`config.mk`:
```
export PLATFORM = sky130hd
export DESIGN_NAME = crc32_fcs_stream
export DESIGN_NICKNAME = d
export VERILOG_FILES = /design/src/rtl/crc32_fcs_stream.sv
export SDC_FILE = /design/constraint.sdc
export NUM_CORES = 1
export LEC_CHECK = 0
export CORE_MARGIN = 10
export CORE_UTILIZATION = 57
export CTS_CLUSTER_SIZE = 8
export DETAILED_ROUTE_END_ITERATION = 7
export MAX_ROUTING_LAYER = met4
export PLACE_DENSITY = 0.9
export SETUP_SLACK_MARGIN = 0.2
export SLEW_MARGIN = 40
export SYNTH_ARGS = -nofsm -noshare
export SYNTH_HDL_FRONTEND = slang
export SYNTH_SLANG_ARGS = --single-unit
```
`constraint.sdc`:
```
create_clock -name clk -period 2.8 [get_ports clk]
set_input_delay 0.42 -clock clk [delete_from_list [all_inputs] [get_ports clk]]
set_output_delay 0.42 -clock clk [all_outputs]
set_load 0.01 [all_outputs]
```
`src/rtl/crc32_fcs_stream.sv`:
```
// Streaming Ethernet CRC-32 engine: appends the FCS on transmit or checks the residue on receive.
// BYTES lanes per beat, lane 0 first on the wire, with a single registered output stage.
//
// state   | meaning
// S_IDLE  | between frames, passing beats through
// S_DATA  | inside a frame, passing beats through
// S_FCS   | APPEND only: emitting the latched FCS, input blocked
module crc32_fcs_stream #(
  parameter int          BYTES   = 1,
  parameter bit          MODE    = 1'b0,
  parameter logic [31:0] INIT    = 32'hFFFF_FFFF,
  parameter logic [31:0] XOROUT  = 32'hFFFF_FFFF,
  parameter logic [31:0] RESIDUE = 32'hC704_DD7B
) (
  input  logic               clk,
  input  logic               rst,
  input  logic               crc_clr,
  input  logic [8*BYTES-1:0] s_data,
  input  logic [BYTES-1:0]   s_keep,
  input  logic               s_valid,
  input  logic               s_last,
  output logic               s_ready,
  output logic [8*BYTES-1:0] m_data,
  output logic [BYTES-1:0]   m_keep,
  output logic               m_valid,
  output logic               m_last,
  input  logic               m_ready,
  output logic [31:0]        crc_out,
  output logic               crc_valid,
  output logic               crc_err
);

  localparam int          W     = 8 * BYTES;
  localparam int          NBEAT = 4 / BYTES;
  localparam logic [31:0] POLY  = 32'h04C1_1DB7;

  typedef enum logic [1:0] {S_IDLE, S_DATA, S_FCS} state_t;

  state_t           state;
  logic [31:0]      crc_reg;
  logic [31:0]      crc_next;
  logic [31:0]      crc_fin;
  logic [31:0]      fcs;
  logic [1:0]       cnt;
  logic [BYTES-1:0] lane_en;
  logic             accept;

  // Feeding d[0] first into the MSB-first register is the same as bit-reversing the byte.
  function automatic logic [31:0] crc_byte(input logic [31:0] c, input logic [7:0] d);
    logic [31:0] r;
    r = c;
    for (int i = 0; i < 8; i++)
      r = {r[30:0], 1'b0} ^ ((r[31] ^ d[i]) ? POLY : 32'h0);
    return r;
  endfunction

  function automatic logic [31:0] crc_beat(input logic [31:0] c, input logic [W-1:0] d,
                                           input logic [BYTES-1:0] en);
    logic [31:0] r;
    r = c;
    for (int l = 0; l < BYTES; l++)
      if (en[l]) r = crc_byte(r, d[8*l +: 8]);
    return r;
  endfunction

  function automatic logic [31:0] bitrev32(input logic [31:0] c);
    logic [31:0] r;
    for (int i = 0; i < 32; i++) r[i] = c[31-i];
    return r;
  endfunction

  assign s_ready = (!m_valid || m_ready) && (state != S_FCS);
  assign accept  = s_valid && s_ready;

  always_comb begin
    lane_en  = s_last ? s_keep : '1;
    crc_next = crc_beat(crc_reg, s_data, lane_en);
    crc_fin  = bitrev32(crc_next) ^ XOROUT;
  end

  always_ff @(posedge clk) begin
    if (rst) begin
      state     <= S_IDLE;
      crc_reg   <= INIT;
      fcs       <= '0;
      cnt       <= '0;
      m_data    <= '0;
      m_keep    <= '0;
      m_valid   <= 1'b0;
      m_last    <= 1'b0;
      crc_out   <= '0;
      crc_valid <= 1'b0;
      crc_err   <= 1'b0;
    end else begin
      crc_valid <= 1'b0;
      case (state)
        S_FCS: begin
          if (!m_valid || m_ready) begin
            if (crc_clr) begin
              m_valid <= 1'b0;
              m_last  <= 1'b0;
              state   <= S_IDLE;
            end else begin
              m_data  <= fcs[W-1:0];
              fcs     <= fcs >> W;
              m_keep  <= '1;
              m_valid <= 1'b1;
              m_last  <= (cnt == 2'd0);
              if (cnt == 2'd0) state <= S_IDLE;
              else             cnt   <= cnt - 2'd1;
            end
          end else if (crc_clr) begin
            // the beat already on m_* still completes; later FCS beats are dropped
            state <= S_IDLE;
          end
          if (crc_clr) crc_reg <= INIT;
        end
        default: begin
          if (accept) begin
            m_data  <= s_data;
            m_keep  <= lane_en;
            m_valid <= 1'b1;
            m_last  <= MODE && s_last;
          end else if (m_ready) begin
            m_valid <= 1'b0;
            m_last  <= 1'b0;
          end
          if (crc_clr) begin
            crc_reg <= INIT;
            state   <= S_IDLE;
          end else if (accept) begin
            if (s_last) begin
              crc_reg   <= INIT;
              crc_out   <= crc_fin;
              crc_valid <= 1'b1;
              if (MODE) begin
                crc_err <= (crc_next != RESIDUE);
                state   <= S_IDLE;
              end else begin
                fcs   <= crc_fin;
                cnt   <= 2'(NBEAT - 1);
                state <= S_FCS;
              end
            end else begin
              crc_reg <= crc_next;
              state   <= S_DATA;
            end
          end
        end
      endcase
    end
  end

endmodule

```
==> flow_summary_export.csv <==
group,metric,value,unit
outcome,status,"completed",
clock_network,cts_hold_buf,0,
worst_setup_path,worst_setup_path_end_kind,"flip-flop",
worst_setup_path,cpMaxStageDelayCell,"clkdlybuf4s50_1",
timing,worst_slew_margin_rel,57.8,%
logic_synthesis,syn-cell-area,5620,um^2
route,wire_per_inst,18.8,um
floorplan,row_count,36,
timing,fmaxAchievable,402,MHz
clock_network,cts_resized,0,
hold_path,worst_hold_startpoint,"fcs[25]$_SDFFE_PP0P_",
timing,final-setup-viol-count,0,
clock_network,ctsLongestPathBuffers,2,
finish,nets,726,
finish,antenna_cells,0,
logic_synthesis,synth.largest_area_cell,"dfxtp_1",
timing,worst_setup_skew_after_layout,0.0109,ns
logic_synthesis,yosys-top-cells-count,"dfxtp_1 (112), nand2_1 (107), a21oi_1 (73)",
route,ant_nets,0,
global_route,largest_net_degree_at_the_start_of_global_routing,113,
logic_synthesis,synth-edff-count,0,
clock_network,post_cts.repair.setup_buffers,0,
logic_synthesis,synth.ff_latch_count,112,
clock_network,number_of_h_tree_branching_levels,3,
place,port-buffer-count,59,
worst_setup_path,path_cells,"clkdlybuf4s50_1, xor2_4, xnor3_1, xnor3_1, or2_2, a221oi_1, nor3_1",
timing,post-route-period-util,88.8,%
timing,hold_viol,0,
route,viasPerCell,5.80,
logic_synthesis,ys_top_cells_by_area,"dfxtp_1 (40%), xnor3_1 (8.0%), nand2_1 (7.1%)",
finish,postLayoutCoreUtil,70.8,%
worst_setup_path,worst_setup_path_start_kind,"input port",
logic_synthesis,synthCells,638,
worst_setup_path,critical_path_arrival,2.73,ns
finish,post_route_cells_drive_above_1_share,14.0,%
logic_synthesis,ys_dominant_reg_cell,"dfxtp_1",
global_route,grt-ovfl-total,0,
route,drt_pre_antenna_iters,5,
route,drt_wl_total,15.9,mm
floorplan,start_util,58.1,%
clock_network,cts_buffers,9,
worst_setup_path,worstPathRequired,3.05,ns
clock_network,insertion_delay,0.38,ns
hold_path,timing.hold.worst.class,"reg -> reg",
route,drc,0,
power,power.density,623,nW/um^2
logic_synthesis,yosys_warnings,0,
floorplan,die_area,14200,um^2
global_route,global_route_wire_length_before_repair,25.7,mm
worst_setup_path,r2r-start,"crc_reg[30]$_SDFFE_PP1P_",
floorplan,io_pins,61,
worst_setup_path,critPathMostFrequentCell,"xnor3_1",
job,max_cap_viol_count,0,
global_route,antenna_violations_before_repair,0,
route,route.vias.total,4917,
timing,timing.setup.tns,0,ns
worst_setup_path,critical_path_class,"in -> reg",
worst_setup_path,startpoint,"s_data[1]",
worst_setup_path,r2r_cells,6,
floorplan,die_width,119,um
hold_path,hold_depth,2,
power,static-leakage-power,0.00273,uW
worst_setup_path,timing.critical_path.fanout_max,6,
timing,rsz0062_at_grt,"false",
global_route,grt.total_usage,22.7,%
logic_synthesis,netlist.area_leader.share,39.9,%
place,hpwl,11.0,mm
finish,area_added_between_synthesis_and_finish,21.9,%
clock_network,cts_tree,"done",
timing,timing_max_transition_violations_final,0,
global_route,first_global_vias,4901,
clock_network,clock-sinks,112,
logic_synthesis,number_of_distinct_library_cells_after_synthesis,46,
logic_synthesis,yosysMostFrequentCell,"dfxtp_1",
floorplan,dieHeight,119,um
floorplan,coreArea,9680,um^2
clock_network,clock_slew_seen_by_the_registers_of_the_worst_setup_and_hold_paths,0.10,ns
logic_synthesis,syn_nets,654,
timing,max_slew.worst_pin.slew,0.627,ns
logic_synthesis,synth-async-reset-ratio,0,%
logic_synthesis,post_synth.cell_area_avg,8.82,um^2
worst_setup_path,critical-path-max-stage-delay,0.58,ns
clock_network,cts_root_buf,"clkbuf_8",
logic_synthesis,ys_seq_area_share,39.9,%
power,worst_ir_drop_on_vdd,0.473,mV
timing,fin_crit,2.49,ns
route,drt_iter0_drc,429,
place,routabilityCongestion,0.931,
[metrics by stage]
stage | cell area [um^2] | setup WS [ns] | cells | power, uW | hold WS, ns
2_1_floorplan | 5620 | 0.558 | 638 | 2670 | 0.436
3_3_place_gp | 6610 | -0.0687 | 832 | 3130 | 0.445
3_5_place_dp | 6610 | -0.114 | 832 | 3160 | 0.447
4_1_cts | 6830 | 0.259 | 848 | 4260 | 0.466
5_1_grt | 6860 | 0.219 | 848 | 4450 | 0.484
6_report | 6860 | 0.314 | 848 | 4270 | 0.466
[cell families after synthesis]
kind of cell    count (synthesis)  synth area share [%]
compound gates                162                  18.1
buf+inv                        52                  3.56
flops                         112                  39.9
other cells                     1                0.0667
fa+ha+maj                       1                 0.222
simple gates                  229                  17.6
mux                            16                  2.85
xor+xnor                       65                  17.8
[final cells by class]
class	instances	area, um^2
well taps	133	166
clock buffers	11	141
inverters	4	15.0
clock inverters	5	85.1
flip-flops and latches	112	2240
multi-input cells	474	3220
repair buffers	109	988
fillers	717	2830
[routing by layer]
metal  global-route usage, %  part of all wire [%]
met3                    4.68                   7.4
met2                    36.7                    47
met4                    6.26                   2.6
met1                    28.4                    43
met5                       -                     0
[power by group]
group	internal (uW)	switching (uW)	leakage, uW
logic	716	681	0.00170
registers	1690	76.5	0.000914
clock network	536	570	0.000111
total	2940	1330	0.00273
[worst paths after layout]
check,endpoint,slack (ns)
max,fcs[21]$_SDFFE_PP0P_,0.31
min,fcs[25]$_SDFFE_PP0P_,0.47
max reg2reg,fcs[21]$_SDFFE_PP0P_,0.40
min reg2reg,fcs[25]$_SDFFE_PP0P_,0.47
[worst max-delay path: cells and delay by family]
family | cells | cell delay [ns]
XOR/XNOR | 3 | 1.09
buffers and inverters | 1 | 0.58
AND/OR/NAND/NOR | 2 | 0.39
AO/OA/AOI/OAI | 1 | 0.26
[cell usage in the layout, fill, tap and decap left out, types with 2 or more instances in the layout]
master / Yosys / final
xnor3_1: 20 / 20
a211oi_1: 9 / 9
o21ai_2: 2 / 3
and3_1: 3 / 3
nand3_1: 3 / 3
xnor2_2: 7 / 6
inv_6: 0 / 2
a221oi_1: 3 / 3
dfxtp_1: 112 / 112
xnor3_2: 2 / 2
nor3_1: 4 / 3
nor2b_2: 0 / 2
nor2_1: 68 / 68
a21oi_1: 73 / 73
xor3_1: 2 / 2
clkbuf_8: 0 / 10
inv_1: 4 / 4
nand2b_1: 23 / 23
xnor2_1: 24 / 24
a211oi_2: 2 / 2
or2_2: 14 / 14
and2_1: 2 / 2
a22oi_1: 3 / 3
xor2_1: 7 / 7
xnor2_4: 2 / 3
bufinv_16: 0 / 2
o2bb2ai_1: 9 / 9
nand2_1: 107 / 107
mux2i_1: 16 / 16
o211ai_1: 6 / 6
o21ai_0: 21 / 21
clkdlybuf4s50_1: 0 / 57
o22ai_1: 11 / 11
buf_4: 1 / 48
a311oi_1: 16 / 16
a211o_1: 2 / 2
buf_12: 0 / 2
(Power assumes the default switching activity.)
